<file path="config.mk">
export PLATFORM = sky130hd
export DESIGN_NAME = dac_write_scheduler
export DESIGN_NICKNAME = d
export VERILOG_FILES = /design/src/rtl/dac_pkg.sv /design/src/rtl/dac_write_scheduler_rr_arbiter.sv /design/src/rtl/dac_write_scheduler.sv
export SDC_FILE = /design/constraint.sdc
export NUM_CORES = 1
export LEC_CHECK = 0
export CORE_MARGIN = 4
export CORE_UTILIZATION = 35
export CTS_CLUSTER_SIZE = 14
export DETAILED_ROUTE_END_ITERATION = 10
export PLACE_DENSITY = 0.53
export SLEW_MARGIN = 30
export SYNTH_ARGS = -nofsm -noshare
export SYNTH_HDL_FRONTEND = slang
export SYNTH_SLANG_ARGS = --single-unit
</file>
<file path="constraint.sdc">
create_clock -name i_clk -period 9.5 [get_ports i_clk]
set_clock_uncertainty 0.2 [all_clocks]
set_input_delay 0.95 -clock i_clk [delete_from_list [all_inputs] [get_ports i_clk]]
set_output_delay 0.95 -clock i_clk [all_outputs]
set_load 0.02 [all_outputs]
</file>
<file path="src/rtl/dac_pkg.sv">
// Shared definitions for the MCP4725 write scheduler: code width, device
// constants, scheduler state encoding and the round-robin pointer helper.
package dac_pkg;

    localparam int DAC_CODE_W = 12;

    // MCP4725 power-down select bits (PD1:PD0)
    localparam logic [1:0] PD_NORMAL = 2'b00;
    localparam logic [1:0] PD_1K     = 2'b01;
    localparam logic [1:0] PD_100K   = 2'b10;
    localparam logic [1:0] PD_500K   = 2'b11;

    // 7-bit address 0x61 shifted left with the R/W bit cleared
    localparam logic [7:0] DAC_ADDR_W = 8'hC2;

    typedef enum logic [1:0] {
        IDLE,
        ISSUE,
        WAIT,
        GAP
    } sched_state_t;

    // Requester index following idx, wrapping at n
    function automatic logic [2:0] next_ptr(input logic [2:0] idx, input int unsigned n);
        return (idx == 3'(n - 1)) ? 3'd0 : idx + 3'd1;
    endfunction

endpackage

</file>
<file path="src/rtl/dac_write_scheduler_rr_arbiter.sv">
// Combinational round-robin arbiter: grants the first set request at or after
// ptr, wrapping. The pointer register lives in the caller.
module rr_arbiter #(
    parameter int N_REQ = 4
) (
    input  logic [N_REQ-1:0] req,
    input  logic [2:0]       ptr,
    output logic [N_REQ-1:0] gnt,
    output logic [2:0]       gnt_idx,
    output logic             any_req
);

    // Rotating search from ptr; requests are padded to 8 so a 3-bit index is always in range
    always_comb begin
        logic [7:0] req_pad;
        logic [3:0] pos;
        logic       found;
        req_pad = 8'(req);
        pos     = '0;
        found   = 1'b0;
        gnt_idx = '0;
        for (int unsigned i = 0; i < N_REQ; i++) begin
            pos = {1'b0, ptr} + 4'(i);
            if (pos >= 4'(N_REQ)) begin
                pos = pos - 4'(N_REQ);
            end
            if (!found && req_pad[pos[2:0]]) begin
                found   = 1'b1;
                gnt_idx = pos[2:0];
            end
        end
        any_req = found;
        for (int unsigned j = 0; j < N_REQ; j++) begin
            gnt[j] = found && (gnt_idx == 3'(j));
        end
    end

endmodule

</file>
<file path="src/rtl/dac_write_scheduler.sv">
// Shares one MCP4725 write engine among N_REQ requesters: one pending code per
// requester (newest wins), round-robin grant, NACK retry, inter-write gap and
// a watchdog on the engine's done.
module dac_write_scheduler
    import dac_pkg::*;
#(
    parameter int N_REQ       = 4,
    parameter int MIN_GAP     = 250,
    parameter int MAX_RETRY   = 2,
    parameter int TIMEOUT_CYC = 50000
) (
    input  logic                        i_clk,
    input  logic                        reset,
    input  logic [N_REQ-1:0]            i_req_valid,
    input  logic [DAC_CODE_W*N_REQ-1:0] i_req_code,
    output logic [N_REQ-1:0]            o_pending,
    output logic [N_REQ-1:0]            o_overwrite,
    output logic                        o_wr_start,
    output logic [DAC_CODE_W-1:0]       o_wr_code,
    output logic [2:0]                  o_wr_owner,
    input  logic                        i_wr_done,
    input  logic                        i_wr_nack,
    output logic [N_REQ-1:0]            o_done,
    output logic                        o_err,
    output logic [2:0]                  o_err_owner
);

    localparam int CNT_MAX = (TIMEOUT_CYC > MIN_GAP) ? TIMEOUT_CYC : MIN_GAP;
    localparam int CNT_W   = $clog2(CNT_MAX + 1);
    localparam int RETRY_W = $clog2(MAX_RETRY + 1) + 1;

    localparam logic [CNT_W-1:0]   TIMEOUT_LAST = CNT_W'(TIMEOUT_CYC - 1);
    localparam logic [CNT_W-1:0]   GAP_LAST     = CNT_W'(MIN_GAP - 1);
    localparam logic [RETRY_W-1:0] RETRY_LIMIT  = RETRY_W'(MAX_RETRY);

    sched_state_t           state;
    logic [CNT_W-1:0]       cnt;
    logic [RETRY_W-1:0]     retry;
    logic                   reissue;
    logic [2:0]             ptr;
    logic [N_REQ-1:0]       owner_oh;

    logic [N_REQ-1:0]       pending;
    logic [DAC_CODE_W-1:0]  pend_code [N_REQ];

    logic [N_REQ-1:0]       gnt_oh;
    logic [2:0]             gnt_idx;
    logic                   any_req;
    logic [N_REQ-1:0]       grant_clr;
    logic [DAC_CODE_W-1:0]  gnt_code;

    assign o_pending = pending;

    rr_arbiter #(
        .N_REQ(N_REQ)
    ) arb (
        .req     (pending),
        .ptr     (ptr),
        .gnt     (gnt_oh),
        .gnt_idx (gnt_idx),
        .any_req (any_req)
    );

    // Pending bit consumed by a grant this cycle
    always_comb begin
        grant_clr = '0;
        if (state == IDLE && any_req) begin
            grant_clr = gnt_oh;
        end
    end

    // Code of the granted requester
    always_comb begin
        gnt_code = '0;
        for (int unsigned k = 0; k < N_REQ; k++) begin
            if (gnt_oh[k]) begin
                gnt_code = pend_code[k];
            end
        end
    end

    // Capture new codes; a strobe in the grant cycle re-arms pending without an overwrite pulse
    always_ff @(posedge i_clk or posedge reset) begin
        if (reset) begin
            pending     <= '0;
            o_overwrite <= '0;
            for (int unsigned k = 0; k < N_REQ; k++) begin
                pend_code[k] <= '0;
            end
        end else begin
            o_overwrite <= i_req_valid & pending & ~grant_clr;
            pending     <= (pending & ~grant_clr) | i_req_valid;
            for (int unsigned k = 0; k < N_REQ; k++) begin
                if (i_req_valid[k]) begin
                    pend_code[k] <= i_req_code[DAC_CODE_W*k +: DAC_CODE_W];
                end
            end
        end
    end

    // Scheduler FSM: grant, start pulse, wait for done/NACK/timeout, enforced gap
    always_ff @(posedge i_clk or posedge reset) begin
        if (reset) begin
            state       <= IDLE;
            cnt         <= '0;
            retry       <= '0;
            reissue     <= 1'b0;
            ptr         <= '0;
            owner_oh    <= '0;
            o_wr_start  <= 1'b0;
            o_wr_code   <= '0;
            o_wr_owner  <= '0;
            o_done      <= '0;
            o_err       <= 1'b0;
            o_err_owner <= '0;
        end else begin
            o_wr_start <= 1'b0;
            o_done     <= '0;
            o_err      <= 1'b0;
            case (state)
                IDLE: begin
                    if (any_req) begin
                        o_wr_code  <= gnt_code;
                        o_wr_owner <= gnt_idx;
                        owner_oh   <= gnt_oh;
                        ptr        <= next_ptr(gnt_idx, N_REQ);
                        retry      <= '0;
                        o_wr_start <= 1'b1;
                        state      <= ISSUE;
                    end
                end
                ISSUE: begin
                    cnt   <= '0;
                    state <= WAIT;
                end
                WAIT: begin
                    if (i_wr_done) begin
                        cnt   <= '0;
                        state <= GAP;
                        if (!i_wr_nack) begin
                            o_done  <= owner_oh;
                            reissue <= 1'b0;
                        end else if (retry < RETRY_LIMIT) begin
                            retry   <= retry + 1'b1;
                            reissue <= 1'b1;
                        end else begin
                            o_err       <= 1'b1;
                            o_err_owner <= o_wr_owner;
                            reissue     <= 1'b0;
                        end
                    end else if (cnt == TIMEOUT_LAST) begin
                        o_err       <= 1'b1;
                        o_err_owner <= o_wr_owner;
                        reissue     <= 1'b0;
                        cnt         <= '0;
                        state       <= GAP;
                    end else begin
                        cnt <= cnt + 1'b1;
                    end
                end
                GAP: begin
                    if (cnt == GAP_LAST) begin
                        cnt <= '0;
                        if (reissue) begin
                            reissue    <= 1'b0;
                            o_wr_start <= 1'b1;
                            state      <= ISSUE;
                        end else begin
                            state <= IDLE;
                        end
                    end else begin
                        cnt <= cnt + 1'b1;
                    end
                end
                default: state <= IDLE;
            endcase
        end
    end

endmodule

</file>
==> flow_metrics.py <==
metrics = {
    "run_status": {
        "status": "completed",
    },
    "synthesis": {
        "ys_warn_count": 0,
        "yosys.area.top_type_share": 0.5235,
        "syn_avg_cell_area_um2": 10.40,
        "synth_edf_count": 0,
        "synthSimpleGateAreaFrac": 0.1323,
        "synthXorXnorAreaFrac": 0,
        "synth_fp_nets": 570,
        "synth_top_cell_by_area": "dfrtp_1",
        "synth_compound_area_frac": 0.1537,
        "netlist_area_mm2": 0.005210,
        "synthCells": 501,
        "seq_area_frac_synth": 0.5235,
        "async_flop_share": 1.000,
        "ys_ff_latch": 109,
        "synth_flop_cell": "dfrtp_1",
        "ys_top_cells_by_area": "dfrtp_1 (52%), mux2_2 (8.6%), nand2_1 (5.0%), a21oi_1 (3.6%), ha_1 (3.1%)",
        "yosysMostFrequentCell": "dfrtp_1",
        "synthMuxAreaShare": 0.1131,
        "ys_top_cells_by_count": "dfrtp_1 (109), nand2_1 (69), mux2_2 (40)",
        "synthAdderAreaFrac": 0.03122,
        "synth_top_family_by_area": "compound AO/OA/AOI/OAI gates",
        "synth.distinct_cells": 47,
    },
    "route": {
        "drt_iter0_markers": 272,
        "routed_wl_um": 12390,
        "vias": 3900,
        "wire_per_inst_um": 16.19,
        "ant_nets": 0,
        "drtPass1Iterations": 4,
        "avgViaCountPerCell": 5.098,
        "drc": 0,
    },
    "timing": {
        "hold_viol": 0,
        "setup_viol": 0,
        "grt_setup_unrepaired": "no",
        "whs_ns": 0.2680,
        "min_period_over_period": 0.4248,
        "fmax_ghz": 0.2478,
        "slew_viol_final": 0,
        "fin_ws_ns": 5.464,
        "worstMarginPinSlew_ns": 0.8935,
        "setup_tns_ns": 0,
        "relSlewSlack": 0.4043,
        "fin_crit_ns": 4.036,
    },
    "grt": {
        "overflow": 0,
        "grt_pass1_wl_um": 20660,
        "grt_max_degree": 58,
        "grtUsageTotal": 0.1545,
        "antenna_found_initial": 0,
        "grt_pass1_vias": 4034,
    },
    "floorplanning": {
        "rows": 44,
        "core-area_mm2": 0.01453,
        "start_util": 0.3585,
        "pin_count": 88,
        "fp.dieH_um": 130.0,
        "dieArea_mm2": 0.01690,
        "die_w_um": 130.0,
    },
    "cts": {
        "clock-sinks": 109,
        "clk_path_buf_depth": 2,
        "cts-root-buf": "clkbuf_16",
        "cts_tree": "yes",
        "cts_resized": 0,
        "holdBufCountCts": 0,
        "cts_max_level": 3,
        "cts_setup_buffers": 0,
        "clkLatencyLatePin_ns": 0.34,
        "clk_pin_slew_ns": 0.07,
        "cts_buffers": 9,
    },
    "worst_setup_path": {
        "cp_cell_sequence": "inv_1 > ha_1 > mux4_2 > o21ai_0 > o21ai_1 > a22oi_1 > inv_1 > ha_1 > or2_2 > a211oi_1 > o31ai_1",
        "cp_data_arrival_time_ns": 4.05,
        "crit_fanout": 28,
        "cp_slowest_cell": "dfrtp_1",
        "criticalPathCategory": "reg -> reg",
        "slowest_delay_ns": 0.63,
        "end_kind": "register",
        "critPathLaunchType": "register",
        "cp.required_ns": 9.52,
    },
    "placement": {
        "port_buffers": 87,
        "place_ws_ns": 5.492,
        "gp_congestion": 0.8087,
        "placed_area_mm2": 0.006197,
        "hpwl_um": 9102,
    },
    "power": {
        "power.leakage_nw": 2.856,
        "ir_worst_vdd_v": 0.0001125,
        "power_density_mw_per_mm2": 273.7,
    },
    "finish": {
        "nFillCells": 1416,
        "register_area_mm2": 0.002728,
        "n_antenna_cell": 0,
        "syn2layout_area_growth_pct": 24.78,
        "multiInputGateArea_mm2": 0.002246,
        "nets": 645,
        "final_util": 0.4473,
        "final_area_mm2": 0.006501,
        "layout-drive-gt1-share": 0.1084,
    },
    "job": {
        "maxCapViolCount": 0,
    },
    "worst_hold_path": {
        "hold_class": "reg -> reg",
    },
}
==> state kept, by name, summed over array words and instances, names as in the netlist <==
register,count
state,2
o_done,4
o_wr_owner,3
o_err,1
pend_code,48
cnt,16
retry,3
owner_oh,4
o_wr_start,1
ptr,3
reissue,1
o_err_owner,3
o_pending,4
o_wr_code,12
o_overwrite,4
==> final timing paths <==
| check | start | slack, ns | end | depth (start not counted) |
|---|---|---|---|---|
| hold / removal | owner_oh[1]$_DFFE_PP0N_ | 0.27 | owner_oh[1]$_DFFE_PP0N_ | 2 |
| hold reg to reg | owner_oh[1]$_DFFE_PP0N_ | 0.27 | owner_oh[1]$_DFFE_PP0N_ | 2 |
| min in group asynchronous | reset | 0.86 | pend_code[37]$_DFFE_PP0P_ | 2 |
| max in group asynchronous | reset | 7.04 | pend_code[42]$_DFFE_PP0P_ | 3 |
| setup / recovery | ptr[0]$_DFFE_PP0N_ | 5.46 | o_wr_code[8]$_DFFE_PP0N_ | 11 |
| setup reg to reg | ptr[0]$_DFFE_PP0N_ | 5.46 | o_wr_code[8]$_DFFE_PP0N_ | 11 |
==> cells in the final DEF, fill, tap and decap left out, types with 9 or more instances in the layout <==
master,count
clkdlybuf4s50_1,87
a21oi_1,36
o21ai_0,26
nor2_1,27
inv_1,27
o31ai_1,14
nand2_1,69
clkbuf_16,9
dfrtp_1,109
ha_1,13
a21o_1,11
a211oi_1,13
mux2_2,40
mux2i_1,9
==> per-stage QoR <==
step                instances  power, mW
CTS                       765      1.803
finish                    765      1.779
global route              765      1.916
detailed placement        749      1.414
floorplan                 501      1.175
global placement          749      1.393
==> logic make-up after synthesis <==
group           Yosys count
simple gates            148
compound gates          127
flops                   109
buf+inv                  53
mux                      51
fa+ha+maj                13
==> routing by layer <==
metal  wire length, µm  GRT usage  up-vias  share of wire
li1                  -          -     1914              -
met1              5808     0.2115     1877           0.47
met2              5766     0.2411       86           0.47
met3               441    0.02620       23          0.036
met4               372    0.06968        0          0.030
met5                 0          0        -              0
==> power breakdown <==
group / internal [mW] / switching (mW)
Clock: 0.219 / 0.167
Sequential: 0.555 / 0.0813
Combinational: 0.312 / 0.444
Total: 1.09 / 0.693
==> critical path, delay by kind of cell (launching register included) <==
| family | cells | cell delay (ns) |
|---|---|---|
| AND/OR/NAND/NOR | 1 | 0.54 |
| adder cells (fa/ha/maj) | 2 | 0.90 |
| AO/OA/AOI/OAI | 5 | 1.06 |
| buffers and inverters | 2 | 0.27 |
| flip-flops | 1 | 0.63 |
| multiplexers | 1 | 0.33 |
==> final cells by class <==
type,instances,area share
clock buffer,13,0.04003
clock inverter,3,0.006736
inverter,28,0.01655
multi-input combinational,339,0.3455
sequential,109,0.4196
tap,184,0.03541
timing repair buffer,89,0.1363
(Power assumes the default switching activity.)
